### config.mk
export PLATFORM = sky130hd
export DESIGN_NAME = axi_master_rw_flat
export DESIGN_NICKNAME = d
export VERILOG_FILES = /design/src/rtl/axi_master_rw_if.sv /design/src/rtl/axi_master_rw.sv /design/src/flat_wrapper.sv
export SDC_FILE = /design/constraint.sdc
export NUM_CORES = 1
export LEC_CHECK = 0
export ABC_CLOCK_PERIOD_IN_PS = 1600
export CELL_PAD_IN_SITES_DETAIL_PLACEMENT = 1
export CELL_PAD_IN_SITES_GLOBAL_PLACEMENT = 1
export CORE_MARGIN = 2
export CORE_UTILIZATION = 24
export DETAILED_ROUTE_END_ITERATION = 8
export HOLD_SLACK_MARGIN = 0.15
export PLACE_DENSITY_LB_ADDON = 0.05
export RECOVER_POWER = 25
export SYNTH_ARGS = -nofsm -noshare
export SYNTH_HDL_FRONTEND = slang
export SYNTH_SLANG_ARGS = --single-unit
export TNS_END_PERCENT = 100
### constraint.sdc
create_clock -name clk -period 1.6 [get_ports clk]
set_input_delay 0.48 -clock clk [delete_from_list [all_inputs] [get_ports clk]]
set_output_delay 0.48 -clock clk [all_outputs]
set_load 0.005 [all_outputs]
### src/rtl/axi_master_rw_if.sv
// AXI4 read/write channel bundle between the burst master and the interconnect.
interface axi_master_rw_if #(
  parameter int ADDR_WIDTH = 32,
  parameter int DATA_WIDTH = 32,
  parameter int LEN_WIDTH  = 8
);
  logic                      ARREADY;
  logic [ADDR_WIDTH-1:0]     ARADDR;
  logic                      ARVALID;
  logic [LEN_WIDTH-1:0]      ARLEN;
  logic [2:0]                ARSIZE;
  logic [1:0]                ARBURST;
  logic                      RVALID;
  logic [DATA_WIDTH-1:0]     RDATA;
  logic                      RLAST;
  logic [1:0]                RRESP;
  logic                      RREADY;
  logic                      AWREADY;
  logic [ADDR_WIDTH-1:0]     AWADDR;
  logic                      AWVALID;
  logic [LEN_WIDTH-1:0]      AWLEN;
  logic [2:0]                AWSIZE;
  logic [1:0]                AWBURST;
  logic                      WREADY;
  logic [DATA_WIDTH-1:0]     WDATA;
  logic [DATA_WIDTH/8-1:0]   WSTRB;
  logic                      WLAST;
  logic                      WVALID;
  logic                      BVALID;
  logic [1:0]                BRESP;
  logic                      BREADY;

  modport master (
    input  ARREADY, RVALID, RDATA, RLAST, RRESP, AWREADY, WREADY, BVALID, BRESP,
    output ARADDR, ARVALID, ARLEN, ARSIZE, ARBURST, RREADY,
           AWADDR, AWVALID, AWLEN, AWSIZE, AWBURST,
           WDATA, WSTRB, WLAST, WVALID, BREADY
  );

  modport slave (
    output ARREADY, RVALID, RDATA, RLAST, RRESP, AWREADY, WREADY, BVALID, BRESP,
    input  ARADDR, ARVALID, ARLEN, ARSIZE, ARBURST, RREADY,
           AWADDR, AWVALID, AWLEN, AWSIZE, AWBURST,
           WDATA, WSTRB, WLAST, WVALID, BREADY
  );
endinterface

### src/rtl/axi_master_rw.sv
// AXI4 INCR burst master: independent read and write engines, one burst per start
// command, with user valid/ready data streams and a per-burst error flag.
module axi_master_rw #(
  parameter int ADDR_WIDTH = 32,
  parameter int DATA_WIDTH = 32,
  parameter int LEN_WIDTH  = 8
) (
  input  logic                  clk,
  input  logic                  rst_n,
  input  logic                  start_read,
  input  logic [ADDR_WIDTH-1:0] target_read_addr,
  input  logic [LEN_WIDTH-1:0]  target_read_burst_len,
  output logic                  done_read,
  output logic                  read_error,
  output logic [DATA_WIDTH-1:0] rd_data,
  output logic                  rd_valid,
  input  logic                  rd_ready,
  input  logic                  start_write,
  input  logic [ADDR_WIDTH-1:0] target_write_addr,
  input  logic [LEN_WIDTH-1:0]  target_write_burst_len,
  output logic                  done_write,
  output logic                  write_error,
  input  logic [DATA_WIDTH-1:0] wr_data,
  input  logic                  wr_valid,
  output logic                  wr_ready,
  axi_master_rw_if.master       axi
);
  localparam logic [2:0]           AXSIZE  = 3'($clog2(DATA_WIDTH / 8));
  localparam logic [LEN_WIDTH-1:0] LEN_ONE = LEN_WIDTH'(1'b1);

  typedef enum logic [1:0] {R_IDLE, R_ADDR, R_DATA, R_DONE} r_state_e;
  typedef enum logic [2:0] {W_IDLE, W_ADDR, W_DATA, W_RESP, W_DONE} w_state_e;

  r_state_e              r_state_q, r_state_d;
  logic [ADDR_WIDTH-1:0] rd_addr_q, rd_addr_d;
  logic [LEN_WIDTH-1:0]  rd_len_q, rd_len_d;
  logic [LEN_WIDTH-1:0]  rd_cnt_q, rd_cnt_d;
  logic                  rd_err_q, rd_err_d;
  logic                  arvalid_q, arvalid_d;
  logic                  done_read_q, done_read_d;
  logic                  read_error_q, read_error_d;

  w_state_e              w_state_q, w_state_d;
  logic [ADDR_WIDTH-1:0] wr_addr_q, wr_addr_d;
  logic [LEN_WIDTH-1:0]  wr_len_q, wr_len_d;
  logic [LEN_WIDTH-1:0]  wr_cnt_q, wr_cnt_d;
  logic                  awvalid_q, awvalid_d;
  logic                  bready_q, bready_d;
  logic                  done_write_q, done_write_d;
  logic                  write_error_q, write_error_d;

  logic r_hs_s, w_hs_s, w_last_s, unused_resp_s;

  assign r_hs_s        = (r_state_q == R_DATA) & axi.RVALID & rd_ready;
  assign w_hs_s        = (w_state_q == W_DATA) & wr_valid & axi.WREADY;
  assign w_last_s      = (wr_cnt_q == wr_len_q);
  assign unused_resp_s = axi.RRESP[0] ^ axi.BRESP[0];

  // Read engine next-state and registered-output computation
  always_comb begin
    r_state_d    = r_state_q;
    rd_addr_d    = rd_addr_q;
    rd_len_d     = rd_len_q;
    rd_cnt_d     = rd_cnt_q;
    rd_err_d     = rd_err_q;
    arvalid_d    = 1'b0;
    done_read_d  = 1'b0;
    read_error_d = 1'b0;
    case (r_state_q)
      R_IDLE: begin
        if (start_read) begin
          rd_addr_d = target_read_addr;
          rd_len_d  = target_read_burst_len;
          rd_cnt_d  = '0;
          rd_err_d  = 1'b0;
          arvalid_d = 1'b1;
          r_state_d = R_ADDR;
        end else begin
          r_state_d = R_IDLE;
        end
      end
      R_ADDR: begin
        if (axi.ARREADY) begin
          r_state_d = R_DATA;
        end else begin
          arvalid_d = 1'b1;
        end
      end
      R_DATA: begin
        if (r_hs_s) begin
          rd_cnt_d = rd_cnt_q + LEN_ONE;
          // A short burst (RLAST before len beats) is flagged as an error too
          if (axi.RLAST) begin
            read_error_d = rd_err_q | axi.RRESP[1] | (rd_cnt_q != rd_len_q);
            rd_err_d     = read_error_d;
            done_read_d  = 1'b1;
            r_state_d    = R_DONE;
          end else begin
            rd_err_d = rd_err_q | axi.RRESP[1];
          end
        end else begin
          rd_cnt_d = rd_cnt_q;
        end
      end
      R_DONE:  r_state_d = R_IDLE;
      default: r_state_d = R_IDLE;
    endcase
  end

  // Read engine state and output registers
  always_ff @(posedge clk or negedge rst_n) begin
    if (!rst_n) begin
      r_state_q    <= R_IDLE;
      rd_addr_q    <= '0;
      rd_len_q     <= '0;
      rd_cnt_q     <= '0;
      rd_err_q     <= 1'b0;
      arvalid_q    <= 1'b0;
      done_read_q  <= 1'b0;
      read_error_q <= 1'b0;
    end else begin
      r_state_q    <= r_state_d;
      rd_addr_q    <= rd_addr_d;
      rd_len_q     <= rd_len_d;
      rd_cnt_q     <= rd_cnt_d;
      rd_err_q     <= rd_err_d;
      arvalid_q    <= arvalid_d;
      done_read_q  <= done_read_d;
      read_error_q <= read_error_d;
    end
  end

  // Write engine next-state and registered-output computation
  always_comb begin
    w_state_d     = w_state_q;
    wr_addr_d     = wr_addr_q;
    wr_len_d      = wr_len_q;
    wr_cnt_d      = wr_cnt_q;
    awvalid_d     = 1'b0;
    bready_d      = 1'b0;
    done_write_d  = 1'b0;
    write_error_d = 1'b0;
    case (w_state_q)
      W_IDLE: begin
        if (start_write) begin
          wr_addr_d = target_write_addr;
          wr_len_d  = target_write_burst_len;
          wr_cnt_d  = '0;
          awvalid_d = 1'b1;
          w_state_d = W_ADDR;
        end else begin
          w_state_d = W_IDLE;
        end
      end
      W_ADDR: begin
        if (axi.AWREADY) begin
          w_state_d = W_DATA;
        end else begin
          awvalid_d = 1'b1;
        end
      end
      W_DATA: begin
        if (w_hs_s) begin
          wr_cnt_d = wr_cnt_q + LEN_ONE;
          if (w_last_s) begin
            bready_d  = 1'b1;
            w_state_d = W_RESP;
          end else begin
            w_state_d = W_DATA;
          end
        end else begin
          wr_cnt_d = wr_cnt_q;
        end
      end
      W_RESP: begin
        if (axi.BVALID) begin
          write_error_d = axi.BRESP[1];
          done_write_d  = 1'b1;
          w_state_d     = W_DONE;
        end else begin
          bready_d = 1'b1;
        end
      end
      W_DONE:  w_state_d = W_IDLE;
      default: w_state_d = W_IDLE;
    endcase
  end

  // Write engine state and output registers
  always_ff @(posedge clk or negedge rst_n) begin
    if (!rst_n) begin
      w_state_q     <= W_IDLE;
      wr_addr_q     <= '0;
      wr_len_q      <= '0;
      wr_cnt_q      <= '0;
      awvalid_q     <= 1'b0;
      bready_q      <= 1'b0;
      done_write_q  <= 1'b0;
      write_error_q <= 1'b0;
    end else begin
      w_state_q     <= w_state_d;
      wr_addr_q     <= wr_addr_d;
      wr_len_q      <= wr_len_d;
      wr_cnt_q      <= wr_cnt_d;
      awvalid_q     <= awvalid_d;
      bready_q      <= bready_d;
      done_write_q  <= done_write_d;
      write_error_q <= write_error_d;
    end
  end

  assign axi.ARADDR  = rd_addr_q;
  assign axi.ARLEN   = rd_len_q;
  assign axi.ARSIZE  = AXSIZE;
  assign axi.ARBURST = 2'b01;
  assign axi.ARVALID = arvalid_q;
  // Data streams are pass-through, gated so nothing moves outside the DATA state
  assign axi.RREADY  = (r_state_q == R_DATA) & rd_ready;
  assign rd_valid    = (r_state_q == R_DATA) & axi.RVALID;
  assign rd_data     = axi.RDATA;
  assign done_read   = done_read_q;
  assign read_error  = read_error_q;

  assign axi.AWADDR  = wr_addr_q;
  assign axi.AWLEN   = wr_len_q;
  assign axi.AWSIZE  = AXSIZE;
  assign axi.AWBURST = 2'b01;
  assign axi.AWVALID = awvalid_q;
  assign axi.WVALID  = (w_state_q == W_DATA) & wr_valid;
  assign wr_ready    = (w_state_q == W_DATA) & axi.WREADY;
  assign axi.WDATA   = wr_data;
  assign axi.WSTRB   = {(DATA_WIDTH/8){1'b1}};
  assign axi.WLAST   = (w_state_q == W_DATA) & w_last_s;
  assign axi.BREADY  = bready_q;
  assign done_write  = done_write_q;
  assign write_error = write_error_q;
endmodule
### src/flat_wrapper.sv
// flat-port wrapper written by rule: the top's interface ports become plain ports
module axi_master_rw_flat 
#(
  parameter int ADDR_WIDTH = 32,
  parameter int DATA_WIDTH = 32,
  parameter int LEN_WIDTH  = 8
)
  (clk, rst_n, start_read, target_read_addr, target_read_burst_len, done_read, read_error, rd_data, rd_valid, rd_ready, start_write, target_write_addr, target_write_burst_len, done_write, write_error, wr_data, wr_valid, wr_ready, axi_ARREADY, axi_RVALID, axi_RDATA, axi_RLAST, axi_RRESP, axi_AWREADY, axi_WREADY, axi_BVALID, axi_BRESP, axi_ARADDR, axi_ARVALID, axi_ARLEN, axi_ARSIZE, axi_ARBURST, axi_RREADY, axi_AWADDR, axi_AWVALID, axi_AWLEN, axi_AWSIZE, axi_AWBURST, axi_WDATA, axi_WSTRB, axi_WLAST, axi_WVALID, axi_BREADY);
  axi_master_rw_if #(.ADDR_WIDTH(ADDR_WIDTH), .DATA_WIDTH(DATA_WIDTH), .LEN_WIDTH(LEN_WIDTH)) axi_i ();
  input  logic clk;
  input  logic rst_n;
  input  logic start_read;
  input  logic [ADDR_WIDTH-1:0] target_read_addr;
  input  logic [LEN_WIDTH-1:0] target_read_burst_len;
  output logic done_read;
  output logic read_error;
  output logic [DATA_WIDTH-1:0] rd_data;
  output logic rd_valid;
  input  logic rd_ready;
  input  logic start_write;
  input  logic [ADDR_WIDTH-1:0] target_write_addr;
  input  logic [LEN_WIDTH-1:0] target_write_burst_len;
  output logic done_write;
  output logic write_error;
  input  logic [DATA_WIDTH-1:0] wr_data;
  input  logic wr_valid;
  output logic wr_ready;
  input wire logic [$bits(axi_i.ARREADY)-1:0] axi_ARREADY;
  input wire logic [$bits(axi_i.RVALID)-1:0] axi_RVALID;
  input wire logic [$bits(axi_i.RDATA)-1:0] axi_RDATA;
  input wire logic [$bits(axi_i.RLAST)-1:0] axi_RLAST;
  input wire logic [$bits(axi_i.RRESP)-1:0] axi_RRESP;
  input wire logic [$bits(axi_i.AWREADY)-1:0] axi_AWREADY;
  input wire logic [$bits(axi_i.WREADY)-1:0] axi_WREADY;
  input wire logic [$bits(axi_i.BVALID)-1:0] axi_BVALID;
  input wire logic [$bits(axi_i.BRESP)-1:0] axi_BRESP;
  output wire logic [$bits(axi_i.ARADDR)-1:0] axi_ARADDR;
  output wire logic [$bits(axi_i.ARVALID)-1:0] axi_ARVALID;
  output wire logic [$bits(axi_i.ARLEN)-1:0] axi_ARLEN;
  output wire logic [$bits(axi_i.ARSIZE)-1:0] axi_ARSIZE;
  output wire logic [$bits(axi_i.ARBURST)-1:0] axi_ARBURST;
  output wire logic [$bits(axi_i.RREADY)-1:0] axi_RREADY;
  output wire logic [$bits(axi_i.AWADDR)-1:0] axi_AWADDR;
  output wire logic [$bits(axi_i.AWVALID)-1:0] axi_AWVALID;
  output wire logic [$bits(axi_i.AWLEN)-1:0] axi_AWLEN;
  output wire logic [$bits(axi_i.AWSIZE)-1:0] axi_AWSIZE;
  output wire logic [$bits(axi_i.AWBURST)-1:0] axi_AWBURST;
  output wire logic [$bits(axi_i.WDATA)-1:0] axi_WDATA;
  output wire logic [$bits(axi_i.WSTRB)-1:0] axi_WSTRB;
  output wire logic [$bits(axi_i.WLAST)-1:0] axi_WLAST;
  output wire logic [$bits(axi_i.WVALID)-1:0] axi_WVALID;
  output wire logic [$bits(axi_i.BREADY)-1:0] axi_BREADY;
  assign axi_i.ARREADY = axi_ARREADY;
  assign axi_i.RVALID = axi_RVALID;
  assign axi_i.RDATA = axi_RDATA;
  assign axi_i.RLAST = axi_RLAST;
  assign axi_i.RRESP = axi_RRESP;
  assign axi_i.AWREADY = axi_AWREADY;
  assign axi_i.WREADY = axi_WREADY;
  assign axi_i.BVALID = axi_BVALID;
  assign axi_i.BRESP = axi_BRESP;
  assign axi_ARADDR = axi_i.ARADDR;
  assign axi_ARVALID = axi_i.ARVALID;
  assign axi_ARLEN = axi_i.ARLEN;
  assign axi_ARSIZE = axi_i.ARSIZE;
  assign axi_ARBURST = axi_i.ARBURST;
  assign axi_RREADY = axi_i.RREADY;
  assign axi_AWADDR = axi_i.AWADDR;
  assign axi_AWVALID = axi_i.AWVALID;
  assign axi_AWLEN = axi_i.AWLEN;
  assign axi_AWSIZE = axi_i.AWSIZE;
  assign axi_AWBURST = axi_i.AWBURST;
  assign axi_WDATA = axi_i.WDATA;
  assign axi_WSTRB = axi_i.WSTRB;
  assign axi_WLAST = axi_i.WLAST;
  assign axi_WVALID = axi_i.WVALID;
  assign axi_BREADY = axi_i.BREADY;
  axi_master_rw #(.ADDR_WIDTH(ADDR_WIDTH), .DATA_WIDTH(DATA_WIDTH), .LEN_WIDTH(LEN_WIDTH)) u_core (.clk(clk), .rst_n(rst_n), .start_read(start_read), .target_read_addr(target_read_addr), .target_read_burst_len(target_read_burst_len), .done_read(done_read), .read_error(read_error), .rd_data(rd_data), .rd_valid(rd_valid), .rd_ready(rd_ready), .start_write(start_write), .target_write_addr(target_write_addr), .target_write_burst_len(target_write_burst_len), .done_write(done_write), .write_error(write_error), .wr_data(wr_data), .wr_valid(wr_valid), .wr_ready(wr_ready), .axi(axi_i));
endmodule
==> impl_metrics.tcl, run 1 <==
set metrics [dict create \
    synth-async-reset-ratio_pct 100 \
    finalSetupTns_ns -12.30 \
    yosys_register_bits 109 \
    cp.arrival_ns 1.62 \
    max_slew.worst_pin.slew_ns 0.754 \
    period_needed_ns 2.10 \
    required_ns 1.12 \
    postSynthCellCount 516 \
    via_per_inst 4.29 \
    grt_pass1_wl_mm 26.7 \
    cp_cell_sequence "xor2_1 > nor4_2 > nand3_1 > nor2_2 > buf_2" \
    ys_seq_area_share_pct 51.9 \
    synth-compound-area-share_pct 3.57 \
    clockBufferDepth 2 \
    synth_xor_area_share_pct 3.00 \
    outcome "finished with violations" \
    power.internal_mw 9.91 \
    ctsRootBufferMaster "clkbuf_16" \
    hold_viol_final 0 \
    wl_per_cell_microns 17.5 \
    leakagePower_nw 4.18 \
    layoutNonFillerInstCount 1017 \
    final_antenna_net_count 0 \
    synthTopCellsByArea "dfrtp_1, buf_4, nand2_1" \
    synth.most_common_cell "nand2_1" \
    dominantRegCellSynth "dfrtp_1" \
    coreArea_sq_um 21600 \
    start_kind "flip-flop" \
    multi_input_area_sq_um 2350 \
    hpwlAfterDp_mm 11.0 \
    firstDrtPassIters 4 \
    seqPwrFrac_pct 31.2 \
    antenna_found_initial 0 \
    setup_ws_ns -0.499 \
    synthMuxAreaShare_pct 9.74 \
    die_h_microns 152 \
    p_comb_share_pct 53.2 \
    drv_cap 0 \
    die_area_sq_um 23100 \
    period_share_pct 131 \
    path_class "flip-flop to output pin" \
    h-tree-depth 3 \
    clkPwrFrac_pct 15.5 \
    drv_slew 0 \
    synth_top_area_share_pct 51.9 \
    grt_use_total_pct 14.6 \
    path_max_fanout 2 \
    num_io_pins 330 \
    worstSetupEndpointType "output pin" \
    fillers 2355 \
    switchingPower_mw 5.25 \
    die_x_microns 152 \
    rsz0062_at_grt "true" \
    yosysTopAreaCell "dfrtp_1" \
    p_sw_share_pct 34.6 \
    final_nets 897 \
    synth.top_cells.by_count "nand2_1, dfrtp_1, buf_4" \
    drt_iter0_drc 111 \
    clock_skew_ns 0.00995 \
    powerDensity_nw_per_um2 1740 \
    grt.overflow.total 0 \
    cts_tree "yes" \
    worstHoldPathType "flip-flop to flip-flop" \
    path_buf_inv 1 \
    cts_made_buffers 9 \
    drt_wl_total_mm 17.8 \
    synth-simple-area-share_pct 16.7 \
    grt_max_degree 47 \
    io_buffers 185 \
    slowest_delay_ns 0.39 \
    path_clk_slew_ns 0.07 \
    ys_warn_count 0 \
    crit_family "simple AND/OR/NAND/NOR gates" \
    start_util_pct 24.3 \
    max-vdd-ir-drop_v 0.000541 \
    clock-sinks 109 \
    slowest_stage "dfrtp_1" \
    max_clock_freq_mhz 477 \
    seqCellArea_sq_um 2730 \
    drive_gt1_share_pct 35.9 \
    drcViolationCount 0 \
    syn2layout_area_growth_pct 65.6 \
    synth_cell_types 44 \
    grt_pass1_vias 4697 \
    netlist_area_sq_um 5250 \
    via_count 4365 \
    finalSetupViolCount 81 \
    routabilityCongestion 0.692 \
    clock_latency_ns 0.36 \
    dp.cells 943 \
    synth_edf_count 0 \
    syn_area_per_cell_sq_um 10.2 \
    synth_top_family_by_area "simple AND/OR/NAND/NOR gates" \
    slew_headroom_pct 49.7 \
    synth_fa_ha_area_share_pct 1.43 \
    violations "negative setup slack" \
    rows 54 \
]
[worst min-delay path, stage by stage (launching register included)]
cell and delay (ns):
dfrtp_1 0.34, nand2_1 0.05, nand2_1 0.06
[per-stage QoR]
stage          area, sq um  power (mW)  worst slack (ns)  util [%]  hold slack [ns]
3_3_place_gp          7250        10.7            -0.618      33.5            0.340
3_5_place_dp          7250        10.9            -0.597      33.5            0.339
2_1_floorplan         5310        7.22           0.00126         -            0.184
6_report              8700        15.2            -0.499      40.2            0.483
5_1_grt               8700        16.2            -0.610      40.2            0.506
4_1_cts               8180        14.2            -0.552      37.8            0.478
[cell type report]
cell class | instances | share of cell area (%)
Antenna cell | 1 | 0.0288
Clock inverter | 7 | 0.849
Multi-Input combinational cell | 313 | 27.0
Tap cell | 280 | 4.03
Sequential cell | 109 | 31.4
Timing Repair Buffer | 290 | 33.8
Inverter | 8 | 0.345
Clock buffer | 9 | 2.59
[power groups by stage]
stage,clock (mW),combinational [mW],sequential (mW)
finish,2.35,8.07,4.74
global route,2.55,8.75,4.92
CTS,2.47,7.12,4.64
detailed placement,0,6.12,4.75
global placement,0,6.03,4.68
floorplan,0,2.51,4.71
[path summary, 6_finish.rpt]
| path | cells after the start | startpoint | end | slack (ns) |
|---|---|---|---|---|
| min in group asynchronous | 2 | rst_n | u_core.read_error$_DFF_PN0_ | 0.70 |
| worst max-delay path | 5 | u_core.axi.AWLEN[0]$_DFFE_PN0P_ | axi_WLAST | -0.50 |
| max in group asynchronous | 3 | rst_n | u_core.axi.AWLEN[5]$_DFFE_PN0P_ | 0.16 |
| worst min register to register | 2 | u_core.axi.AWADDR[3]$_DFFE_PN0P_ | u_core.axi.AWADDR[3]$_DFFE_PN0P_ | 0.48 |
| worst min-delay path | 2 | u_core.axi.AWADDR[3]$_DFFE_PN0P_ | u_core.axi.AWADDR[3]$_DFFE_PN0P_ | 0.48 |
| worst max register to register | 8 | u_core.w_state_q[2]$_DFFE_PN0P_ | u_core.wr_cnt_q[7]$_DFFE_PN0P_ | -0.32 |
[repair_timing]
item | in CTS | in global routing
endpoints found under the hold margin | 7 | 0
hold buffers | 1 | 0
cloned | 9 | 4
setup endpoints to repair | 188 | 106
pin swaps | 18 | 81
buffers inserted | 33 | 19
resized for setup | 203 | 117
[layout by cell type, fill, tap and decap left out, types with 10 or more instances in the layout]
cell / synthesis / layout
buf_12: 0 / 10
conb_1: 2 / 14
buf_4: 79 / 56
xor2_1: 14 / 13
clkdlybuf4s50_1: 0 / 92
mux2_4: 0 / 19
nand2_4: 0 / 11
mux2_2: 41 / 22
clkbuf_16: 0 / 12
nor2_1: 17 / 10
nand2_1: 136 / 87
buf_6: 1 / 31
nand2_2: 0 / 37
dfrtp_1: 109 / 109
dlygate4sd2_1: 0 / 79
[kinds of logic (layout without fill, tap and decap cells)]
kind of cell | count (synthesis) | after routing
adders and majority gates | 6 | 6
AOI/OAI and AO/OA | 31 | 31
other | 2 | 15
buffers and inverters | 106 | 314
muxes | 46 | 46
DFF | 109 | 109
xor gates and xnor gates | 18 | 18
and+or+nand+nor | 198 | 198
[registers in the layout (all words and copies together) (netlist names)]
register            cells
u_core.done_write       1
u_core.axi.AWADDR      32
u_core.axi.ARLEN        8
u_core.read_error       1
u_core.r_state_q        2
u_core.axi.BREADY       1
u_core.wr_cnt_q         8
u_core.w_state_q        3
u_core.rd_err_q         1
u_core.rd_cnt_q         8
u_core.done_read        1
u_core.axi.AWVALID      1
u_core.write_error      1
u_core.axi.ARADDR      32
u_core.axi.AWLEN        8
u_core.axi.ARVALID      1
[metal layers]
metal  up-vias  global-route usage, %  wire [microns]
met5         -                      0               0
met3        24                   3.45             933
met1      2159                   18.2            7660
met2       160                   24.8            8980
li1       2022                      -               -
met4         0                   4.76             282
Power figures use the tool's default switching activity.
==> inputs of run 2 (changes only) <==
--- a/config.mk
+++ b/config.mk
@@ -12,6 +12,7 @@
 export CORE_UTILIZATION = 24
 export DETAILED_ROUTE_END_ITERATION = 8
 export HOLD_SLACK_MARGIN = 0.15
+export MAX_ROUTING_LAYER = met4
 export PLACE_DENSITY_LB_ADDON = 0.05
 export RECOVER_POWER = 25
 export SYNTH_ARGS = -nofsm -noshare
==> impl_metrics.tcl, run 2 (synthesized netlist as in run 1, its figures left out) <==
set metrics [dict create \
    grt.overflow.total 0 \
    dp.cells 943 \
    rows 54 \
    p_comb_share_pct 53.2 \
    min_from "u_core.axi.AWADDR[3]$_DFFE_PN0P_" \
    cts_tree "yes" \
    die_area_sq_um 23100 \
    start_kind "flip-flop" \
    start_util_pct 24.3 \
    slew_headroom_pct 52.1 \
    max_slew.worst_pin.slew_ns 0.718 \
    seqPwrFrac_pct 31.2 \
    postLayoutCoreUtil_pct 40.2 \
    slowest_stage "dfrtp_1" \
    clkPwrFrac_pct 15.6 \
    coreArea_sq_um 21600 \
    powerDensity_nw_per_um2 1740 \
    dpl-instance-area_sq_um 7250 \
    io_buffers 185 \
    r2r-start "u_core.w_state_q[2]$_DFFE_PN0P_" \
    grt_pass1_wl_mm 26.7 \
    setup_ws_ns -0.500 \
    h-tree-depth 3 \
    cts_made_buffers 9 \
    path_clk_slew_ns 0.07 \
    clock_latency_ns 0.36 \
    layoutNonFillerInstCount 1017 \
    drt_wl_total_mm 17.8 \
    fillers 2355 \
    path_class "flip-flop to output pin" \
    switchingPower_mw 5.25 \
    required_ns 1.12 \
    clockBufferDepth 2 \
    period_needed_ns 2.10 \
    hold_viol_final 0 \
    rsz0062_at_grt "true" \
    firstDrtPassIters 4 \
    final_area_sq_um 8700 \
    worstHoldPathType "flip-flop to flip-flop" \
    clock-sinks 109 \
    drcViolationCount 0 \
    path_max_fanout 2 \
    violations "negative setup slack" \
    hold_slack_ns 0.483 \
    cp.arrival_ns 1.62 \
    finalSetupViolCount 82 \
    max_clock_freq_mhz 476 \
    dpl_worst_slack_ns -0.597 \
    syn2layout_area_growth_pct 65.6 \
    grt_pass1_vias 4705 \
    hpwlAfterDp_mm 11.0 \
    final_common_cell "dfrtp_1" \
    routabilityCongestion 0.699 \
    max-vdd-ir-drop_v 0.000541 \
    p_sw_share_pct 34.6 \
    cp_cell_sequence "xor2_1 > nor4_2 > nand3_1 > nor2_2 > buf_2" \
    slowest_delay_ns 0.39 \
    worstSetupStartpoint "u_core.axi.AWLEN[0]$_DFFE_PN0P_" \
    outcome "finished with violations" \
    drv_slew 0 \
    final_antenna_net_count 0 \
    path_buf_inv 1 \
    die_h_microns 152 \
    wl_per_cell_microns 17.5 \
    drv_cap 0 \
    drive_gt1_share_pct 35.9 \
    period_share_pct 131 \
    worstSetupEndpointType "output pin" \
    crit_family "simple AND/OR/NAND/NOR gates" \
    via_per_inst 4.30 \
    final_cell_mix "dfrtp_1, clkdlybuf4s50_1, nand2_1" \
    drt_iter0_drc 101 \
    leakagePower_nw 4.18 \
    num_io_pins 330 \
    via_count 4375 \
    grt_max_degree 47 \
    power.internal_mw 9.91 \
    clock_skew_ns 0.0105 \
    die_x_microns 152 \
    final_nets 897 \
    ctsRootBufferMaster "clkbuf_16" \
    antenna_found_initial 0 \
    grt_use_total_pct 15.0 \
]
-- run 2: cell counts in the layout (fill, tap and decap cells not counted) --
No cell type changed its count.
-- run 2: through the flow --
step / total power, mW / TNS, ns
2_1_floorplan: 7.22 / 0
3_3_place_gp: 10.7 / -37.27
3_5_place_dp: 10.9 / -38.67
4_1_cts: 14.2 / -8.31
5_1_grt: 16.2 / -18.25
6_report: 15.2 / -12.62
-- run 2: what timing repair did --
item                                    4_1_cts  5_1_grt
hold buffers                                  1        0
endpoints found under the hold margin         7        0
pin swaps                                    18       81
buffers inserted                             33       19
endpoints found under the setup margin      188      106
gates resized for setup                     203      117
cloned                                        9        4
-- run 2: power groups by stage --
stage | combinational [mW] | clock, mW | sequential, mW
after floorplan | 2.51 | 0 | 4.71
after global placement | 6.03 | 0 | 4.68
after detailed placement | 6.12 | 0 | 4.75
after CTS | 7.12 | 2.47 | 4.64
after global routing | 8.75 | 2.55 | 4.92
final | 8.06 | 2.36 | 4.74
-- run 2: layout make-up --
class / instances / area [sq um] / area share [%]
Clock buffer: 9 / 225 / 2.59
Sequential cell: 109 / 2730 / 31.4
Antenna cell: 1 / 2.50 / 0.0288
Tap cell: 280 / 350 / 4.03
Timing Repair Buffer: 290 / 2940 / 33.8
Multi-Input combinational cell: 313 / 2350 / 27.0
Clock inverter: 7 / 73.8 / 0.849
Inverter: 8 / 30.0 / 0.345
-- run 2: final timing paths --
check / endpoint / slack (ns) / cells past startpoint
worst min-delay path: u_core.axi.AWADDR[3]$_DFFE_PN0P_ / 0.48 / 2
worst min register to register: u_core.axi.AWADDR[3]$_DFFE_PN0P_ / 0.48 / 2
max in group asynchronous: u_core.axi.AWLEN[5]$_DFFE_PN0P_ / 0.19 / 3
worst max-delay path: axi_WLAST / -0.50 / 5
min in group asynchronous: u_core.read_error$_DFF_PN0_ / 0.69 / 2
worst max register to register: u_core.wr_cnt_q[7]$_DFFE_PN0P_ / -0.32 / 8
-- run 2: routing by layer --
layer / part of all wire [%] / track usage, %
met1: 44 / 18.5
met2: 50 / 24.8
met3: 4.6 / 3.19
met4: 1.6 / 4.76
met5: 0 / -
-- run 2: tightest hold or removal path, cell delays in order (launching register included) --
cell     delay [ns]
dfrtp_1        0.34
nand2_1        0.05
nand2_1        0.06
==> inputs of run 3 (changes only) <==
--- a/config.mk
+++ b/config.mk
@@ -13,7 +13,7 @@
 export DETAILED_ROUTE_END_ITERATION = 8
 export HOLD_SLACK_MARGIN = 0.15
 export MAX_ROUTING_LAYER = met4
-export PLACE_DENSITY_LB_ADDON = 0.05
+export PLACE_DENSITY = 0.76
 export RECOVER_POWER = 25
 export SYNTH_ARGS = -nofsm -noshare
 export SYNTH_HDL_FRONTEND = slang
==> impl_metrics.tcl, run 3 (synthesized netlist as in run 1, its figures left out) <==
set metrics [dict create \
    outcome "finished with violations" \
    violations "negative setup slack" \
    r2r_end "u_core.wr_cnt_q[3]$_DFFE_PN0P_" \
    hold_viol_final 0 \
    cp.arrival_ns 1.69 \
    ff2ff_path_depth 8 \
    r2r_slack_ns -0.29 \
    slowest_delay_ns 0.40 \
    hold_slack_ns 0.482 \
    power.internal_mw 10.4 \
    switchingPower_mw 5.48 \
    r2r-start "u_core.w_state_q[2]$_DFFE_PN0P_" \
    holdPathStages 2 \
    num_io_pins 330 \
    crit_family "simple AND/OR/NAND/NOR gates" \
    path_clk_slew_ns 0.08 \
    clock_latency_ns 0.35 \
    wl_per_cell_microns 17.6 \
    rows 54 \
    crit_cells 5 \
    finalSetupViolCount 96 \
    max_slew.worst_pin.slew_ns 0.557 \
    seqCellArea_sq_um 2730 \
    antenna_found_initial 0 \
    hpwlAfterDp_mm 10.1 \
    grt.overflow.total 0 \
    grt_use_total_pct 14.7 \
    final_nets 895 \
    start_util_pct 24.3 \
    fillers 2358 \
    p_comb_share_pct 54.5 \
    clockBufferDepth 2 \
    drv_slew 0 \
    drive_gt1_share_pct 39.6 \
    seqPwrFrac_pct 29.7 \
    slowest_stage "dfrtp_1" \
    min_to "u_core.axi.AWADDR[29]$_DFFE_PN0P_" \
    diodes 0 \
    drv_cap 0 \
    die_area_sq_um 23100 \
    die_h_microns 152 \
    drt_wl_total_mm 17.8 \
    coreArea_sq_um 21600 \
    leakagePower_nw 4.37 \
    max-vdd-ir-drop_v 0.000690 \
    path_max_fanout 2 \
    powerDensity_nw_per_um2 1770 \
    cp_cell_sequence "xor2_1 > nor4_2 > nand3_1 > nor2_1 > buf_2" \
    routabilityCongestion 0.762 \
    slew_headroom_pct 62.9 \
    via_per_inst 4.35 \
    period_share_pct 136 \
    via_count 4408 \
    start_kind "flip-flop" \
    clkPwrFrac_pct 15.8 \
    drcViolationCount 0 \
    worstHoldPathType "flip-flop to flip-flop" \
    grt_max_degree 37 \
    required_ns 1.12 \
    die_x_microns 152 \
    worstSetupEndpointType "output pin" \
    postLayoutCoreUtil_pct 41.5 \
    grt_pass1_wl_mm 25.9 \
    cts_made_buffers 9 \
    cts_tree "yes" \
    drt_iter0_drc 114 \
    firstDrtPassIters 5 \
    clock_skew_ns 0.0117 \
    grt_pass1_vias 4706 \
    syn2layout_area_growth_pct 70.9 \
    final_common_cell "dfrtp_1" \
    path_class "flip-flop to output pin" \
    max_clock_freq_mhz 460 \
    rsz0062_at_grt "true" \
    min_from "u_core.axi.AWADDR[29]$_DFFE_PN0P_" \
    multi_input_area_sq_um 2520 \
    path_buf_inv 1 \
    ctsRootBufferMaster "clkbuf_16" \
    final_cell_mix "dfrtp_1, clkdlybuf4s50_1, dlygate4sd2_1" \
    final_antenna_net_count 0 \
    h-tree-depth 3 \
    io_buffers 185 \
    p_sw_share_pct 34.5 \
    period_needed_ns 2.17 \
    clock-sinks 109 \
    setup_ws_ns -0.574 \
]
## run 3: power groups by stage
stage	Clock [mW]	Combinational (mW)	Sequential, mW
floorplan	0	2.51	4.71
global placement	0	5.91	4.67
detailed placement	0	6.05	4.72
CTS	2.63	7.66	4.65
global route	2.76	9.31	4.88
finish	2.51	8.65	4.71
## run 3: metrics by stage
stage | total power [mW] | cells | setup WS (ns) | TNS (ns) | instance area [sq um]
after floorplan | 7.22 | 528 | 0.00126 | 0 | 5310
after global placement | 10.6 | 941 | -0.514 | -37.03 | 7220
after detailed placement | 10.8 | 941 | -0.616 | -37.80 | 7220
after CTS | 14.9 | 1001 | -0.570 | -9.91 | 8420
after global routing | 16.9 | 1014 | -0.672 | -17.73 | 8980
final | 15.9 | 1014 | -0.574 | -13.15 | 8980
## run 3: layout make-up
class	instances	area share, %
timing repair buffer	288	33.6
clock inverter	7	1.14
multi-input combinational	313	28.1
inverter	8	0.335
clock buffer	9	2.51
tap	280	3.90
sequential	109	30.4
## run 3: worst min-delay path, cell delays in order, from the launching register on
cell and delay (ns):
dfrtp_1 0.36, nand2_2 0.05, nand2_1 0.04
## run 3: timing repair
action | 4_1_cts | 5_1_grt
hold endpoints to repair | 11 | 0
hold buffers | 1 | 0
cloned | 12 | 6
gates resized for setup | 238 | 126
setup endpoints to repair | 190 | 101
pin swaps | 79 | 69
buffers inserted | 36 | 11
## run 3: worst max path at each step
stage | to | slack [ns] | start
final | axi_WLAST | -0.57 | u_core.axi.AWLEN[0]$_DFFE_PN0P_
after global routing | axi_WLAST | -0.67 | u_core.axi.AWLEN[0]$_DFFE_PN0P_
after CTS | axi_WLAST | -0.57 | u_core.axi.AWLEN[2]$_DFFE_PN0P_
after detailed placement | axi_WLAST | -0.62 | u_core.wr_cnt_q[0]$_DFFE_PN0P_
after global placement | axi_WLAST | -0.51 | u_core.wr_cnt_q[0]$_DFFE_PN0P_
after floorplan | u_core.axi.ARADDR[24]$_DFFE_PN0P_ | 0.001 | u_core.r_state_q[0]$_DFFE_PN0P_
## run 3: routing by layer
metal | wire (microns) | up-vias | global-route usage [%]
li1 | - | 2016 | -
met3 | 800 | 49 | 3.85
met2 | 9460 | 154 | 26.0
met5 | 0 | - | -
met1 | 7070 | 2189 | 16.3
met4 | 490 | 0 | 4.36
